`src/rtl/pipe_stage_skid_reg.sv`:
```
// pipe_stage_skid_reg: pipeline stage register with a 2-entry skid buffer, flush bubble insert
// and an optional saturating stall counter enabled by STALL_CNT_EN.
module pipe_stage_skid_reg #(
    parameter int CTRL_W = 8,
    parameter int DATA_W = 128,
    parameter int CNT_W  = 16
) (
    input  logic              clk,
    input  logic              rst,
    input  logic              flush,
    input  logic              in_valid,
    output logic              in_ready,
    input  logic [CTRL_W-1:0] in_ctrl,
    input  logic [DATA_W-1:0] in_data,
    output logic              out_valid,
    input  logic              out_ready,
    output logic [CTRL_W-1:0] out_ctrl,
    output logic [DATA_W-1:0] out_data
`ifdef STALL_CNT_EN
    ,
    output logic [CNT_W-1:0]  stall_cnt
`endif
);
    // encoding doubles as {main_v, skid_v}
    typedef enum logic [1:0] {EMPTY = 2'b00, ONE = 2'b10, FULL = 2'b11} state_t;
    state_t state, state_n;
    logic [CTRL_W-1:0] main_c, skid_c;
    logic [DATA_W-1:0] main_d, skid_d;
    logic main_v, skid_v, it, ot, load_main, load_skid, skid_to_main;
    assign main_v    = state[1];
    assign skid_v    = state[0];
    assign in_ready  = !skid_v;
    assign out_valid = main_v;
    assign out_ctrl  = main_v ? main_c : '0;
    assign out_data  = main_d;
    assign it        = in_valid & in_ready;
    assign ot        = main_v & out_ready;
    always_comb begin
        state_n      = state;
        load_main    = 1'b0;
        load_skid    = 1'b0;
        skid_to_main = 1'b0;
        case (state)
            EMPTY: begin
                load_main = it;
                state_n   = it ? ONE : EMPTY;
            end
            ONE: begin
                load_main = it & ot;
                load_skid = it & !ot;
                state_n   = (it & !ot) ? FULL : (ot & !it) ? EMPTY : ONE;
            end
            FULL: begin
                skid_to_main = ot;
                state_n      = ot ? ONE : FULL;
            end
            default: state_n = EMPTY;
        endcase
    end
    always_ff @(posedge clk) begin
        if (rst) begin
            state  <= EMPTY;
            main_c <= '0;
            main_d <= '0;
            skid_c <= '0;
            skid_d <= '0;
        end else if (flush) begin
            state  <= EMPTY;
            main_c <= '0;
            skid_c <= '0;
        end else begin
            state <= state_n;
            if (load_main) begin
                main_c <= in_ctrl;
                main_d <= in_data;
            end else if (skid_to_main) begin
                main_c <= skid_c;
                main_d <= skid_d;
            end
            if (load_skid) begin
                skid_c <= in_ctrl;
                skid_d <= in_data;
            end
        end
    end
`ifdef STALL_CNT_EN
    always_ff @(posedge clk) begin
        if (rst)
            stall_cnt <= '0;
        else if (main_v && !out_ready && !(&stall_cnt))
            stall_cnt <= stall_cnt + CNT_W'(1);
    end
`else
    localparam int unused_cnt_w = CNT_W;
`endif
endmodule

```
`config.mk`:
```
export PLATFORM = sky130hd
export DESIGN_NAME = pipe_stage_skid_reg
export DESIGN_NICKNAME = d
export VERILOG_FILES = /design/src/rtl/pipe_stage_skid_reg.sv
export SDC_FILE = /design/constraint.sdc
export NUM_CORES = 1
export LEC_CHECK = 0
export ABC_AREA = 1
export BUFFER_PORTS_ARGS = -buffer_cell sky130_fd_sc_hd__buf_2
export CAP_MARGIN = 20
export CORE_MARGIN = 1
export CORE_UTILIZATION = 30
export CTS_BUF_LIST = sky130_fd_sc_hd__clkbuf_8 sky130_fd_sc_hd__clkbuf_16
export DETAILED_ROUTE_END_ITERATION = 16
export HOLD_SLACK_MARGIN = 0.02
export PLACE_DENSITY = 0.45
export SYNTH_ARGS = -nofsm -noshare
export SYNTH_HDL_FRONTEND = slang
export SYNTH_SLANG_ARGS = --single-unit
```
`constraint.sdc`:
```
create_clock -name clk -period 1.77 [get_ports clk]
set_input_delay 0.177 -clock clk [delete_from_list [all_inputs] [get_ports clk]]
set_output_delay 0.177 -clock clk [all_outputs]
set_load 0.02 [all_outputs]
```
==> impl_metrics.toml <==
[run_status]
run_status = "finished, final reports clean"

[yosys]
synth_cell_type_count = 18
ys_warn_count = 0
syn_nets = 2094
yosysSeqAreaShare_pct = 43.9
syn_avg_cell_area_um2 = 6.40
synth-seq-cells = 274
synth_area_leaders = "dfxtp_1, nand2_1, nand3_1, nor2_1, a21oi_1"
yosys.area.top_type_share_pct = 43.9
synthCells = 1953
syn_area_mm2 = 0.0125
netlist.top_cell.by_area = "dfxtp_1"

[sta]
setup_viol = 0
fin_crit_ps = 1610
rsz0062_at_grt = "no"
fin_skew_ps = 5.99
timing.fmax_mhz = 623
timing.slew.headroom_pct = 65.1
period_share_pct = 90.7
finalMaxSlewViolations = 0
finalSetupTns_ps = 0
final_hold_viol_count = 0
worst_pin_slew_ps = 524

[pwr]
netSwitchingFraction_pct = 26.8
p_clk_share_pct = 44.1
leakage_nw = 8.33
intPower_w = 0.0115
power_density_mw_per_mm2 = 930
switchingPower_w = 0.00422
seqPwrFrac_pct = 41.6
power_frac_comb_pct = 14.3
vdd.ir_drop.worst_mv = 0.537

[clock_network]
cts_tree = "yes"
clk_latency_ps = 520
cts_sinks = 274
htreeDepth = 2
clk_pin_slew_ps = 50
clock_path_buffers = 3
cts_resized = 0
cts_setup_buffers = 0
cts_hold_buffers = 139
cts-buffers-inserted = 35
clock-root-buffer = "clkbuf_16"

[routing]
wl_per_cell_um = 14.7
wl_met2_um = 18600
route.top_layer_used = "met5"
drtIter0Drc = 889
via_count = 12900
firstDrtPassIters = 8
routed-wl-met3_um = 2380
postRouteAntennaNets = 0
drcViolationCount = 0
viasPerCell = 4.53
wirelength_met1_um = 20200
totalWireLength_um = 42000

[finish]
area_delta_synth_final_pct = 35.3
fin_cells = 2856
layout_common_cells = "nand2_1, buf_2, dfxtp_1"
final_common_cell = "nand2_1"
nets = 2441
drive_gt1_share_pct = 15.9

[global_routing]
antenna_found_initial = 3
grt_overflow = 0
first_global_vias = 12100
grt_pass1_wl_um = 66200
grt_max_degree = 76
grt_usage_pct = 19.6

[critical_path]
worstReg2RegEnd = "out_data[29]"
end_kind = "register"
worstSetupPathType = "register to register"
rrSetupSlack_ps = 160
cp-endpoint = "out_data[29]"
crit_start = "state[1]"
cp_max_fo = 29
rr_worst_depth = 7
critPathRequiredTime_ps = 2230
reg2reg_from = "state[1]"
cp-start-kind = "register"
critPathArrivalTime_ps = 2060

[floorplan]
start_util_pct = 30.5
die_area_mm2 = 0.0425
die_y_um = 206
die_w_um = 206
design.core.area_mm2 = 0.0409
rows = 74
io_pins = 279

[place]
post-dp-hpwl_um = 25000
portBuffers = 278
place_congestion = 0.754
dp_cells = 2656

[flow_run]
max_cap_viol_count = 0

[min_path]
hold_path_class = "primary input to register"
==> stage by stage <==
stage | instance area, um^2 | utilization [%] | hold WS, ps | worst slack [ps] | total power (W)
2_1_floorplan | 12500 | - | 325 | 305 | 0.00789
3_3_place_gp | 14400 | 35.2 | 436 | 174 | 0.00869
3_5_place_dp | 14400 | 35.2 | 445 | 176 | 0.00870
4_1_cts | 16900 | 41.3 | 130 | 124 | 0.0160
5_1_grt | 16900 | 41.3 | 190 | 2.54 | 0.0166
6_report | 16900 | 41.3 | 162 | 164 | 0.0157
==> Yosys cell counts <==
library cell	count
inv_2	1
a21oi_1	144
buf_1	3
nand2_2	2
clkbuf_1	60
o21ai_0	8
nand3_2	1
buf_4	5
a31oi_1	1
nor2_2	1
nand3_1	256
buf_2	67
dfxtp_1	274
nand2_1	686
nor2_1	267
a211oi_1	1
inv_1	166
buf_6	10
==> final cells by class <==
class,instances,area (um^2)
flip-flops and latches,274,5490
diodes,2,5.00
clock inverters,17,116
multi-input cells,1367,5700
fillers,4354,24000
clock buffers,42,995
inverters,167,632
repair buffers,455,3310
well taps,532,666
==> metal layers <==
metal	GRT usage, %	vias up
met2	30.9	357
li1	-	6709
met5	0	-
met1	27.2	5810
met3	3.50	55
met4	5.88	2
==> flip-flops by register name, summed over array words and instances, names as in the netlist <==
| register | flops |
|---|---|
| out_data | 128 |
| skid_c | 8 |
| main_c | 8 |
| skid_d | 128 |
| state | 2 |
==> worst min-delay path by stage <==
stage,cells past startpoint,end,start
finish,4,skid_c[1],out_ready
global route,4,skid_c[6],out_ready
CTS,4,skid_c[1],out_ready
detailed placement,2,skid_c[1],skid_c[1]
global placement,2,skid_c[7],skid_c[7]
floorplan,2,skid_c[0],in_ctrl[0]
==> worst max-delay path: stages (launching register included) <==
cell     delay [ps]
dfxtp_1         390
nand2_4         140
nand2_4         270
buf_4           410
nand2_1         100
nand2_1          80
nor2_1           40
nor2_1          100
==> kinds of logic after synthesis <==
kind of cell / Yosys count / synth area share, %
AO/OA/AOI/OAI: 154 / 6.20
buffers and inverters: 312 / 10.8
flip-flops: 274 / 43.9
AND/OR/NAND/NOR: 1213 / 39.1
==> power groups by stage <==
stage | clock network (W) | logic (W) | registers [W]
CTS | 0.00721 | 0.00227 | 0.00654
floorplan | 0 | 0.00100 | 0.00689
global placement | 0 | 0.00202 | 0.00667
detailed placement | 0 | 0.00202 | 0.00668
global route | 0.00747 | 0.00252 | 0.00656
finish | 0.00694 | 0.00225 | 0.00654
No activity file was read; power rests on OpenSTA's default activity.
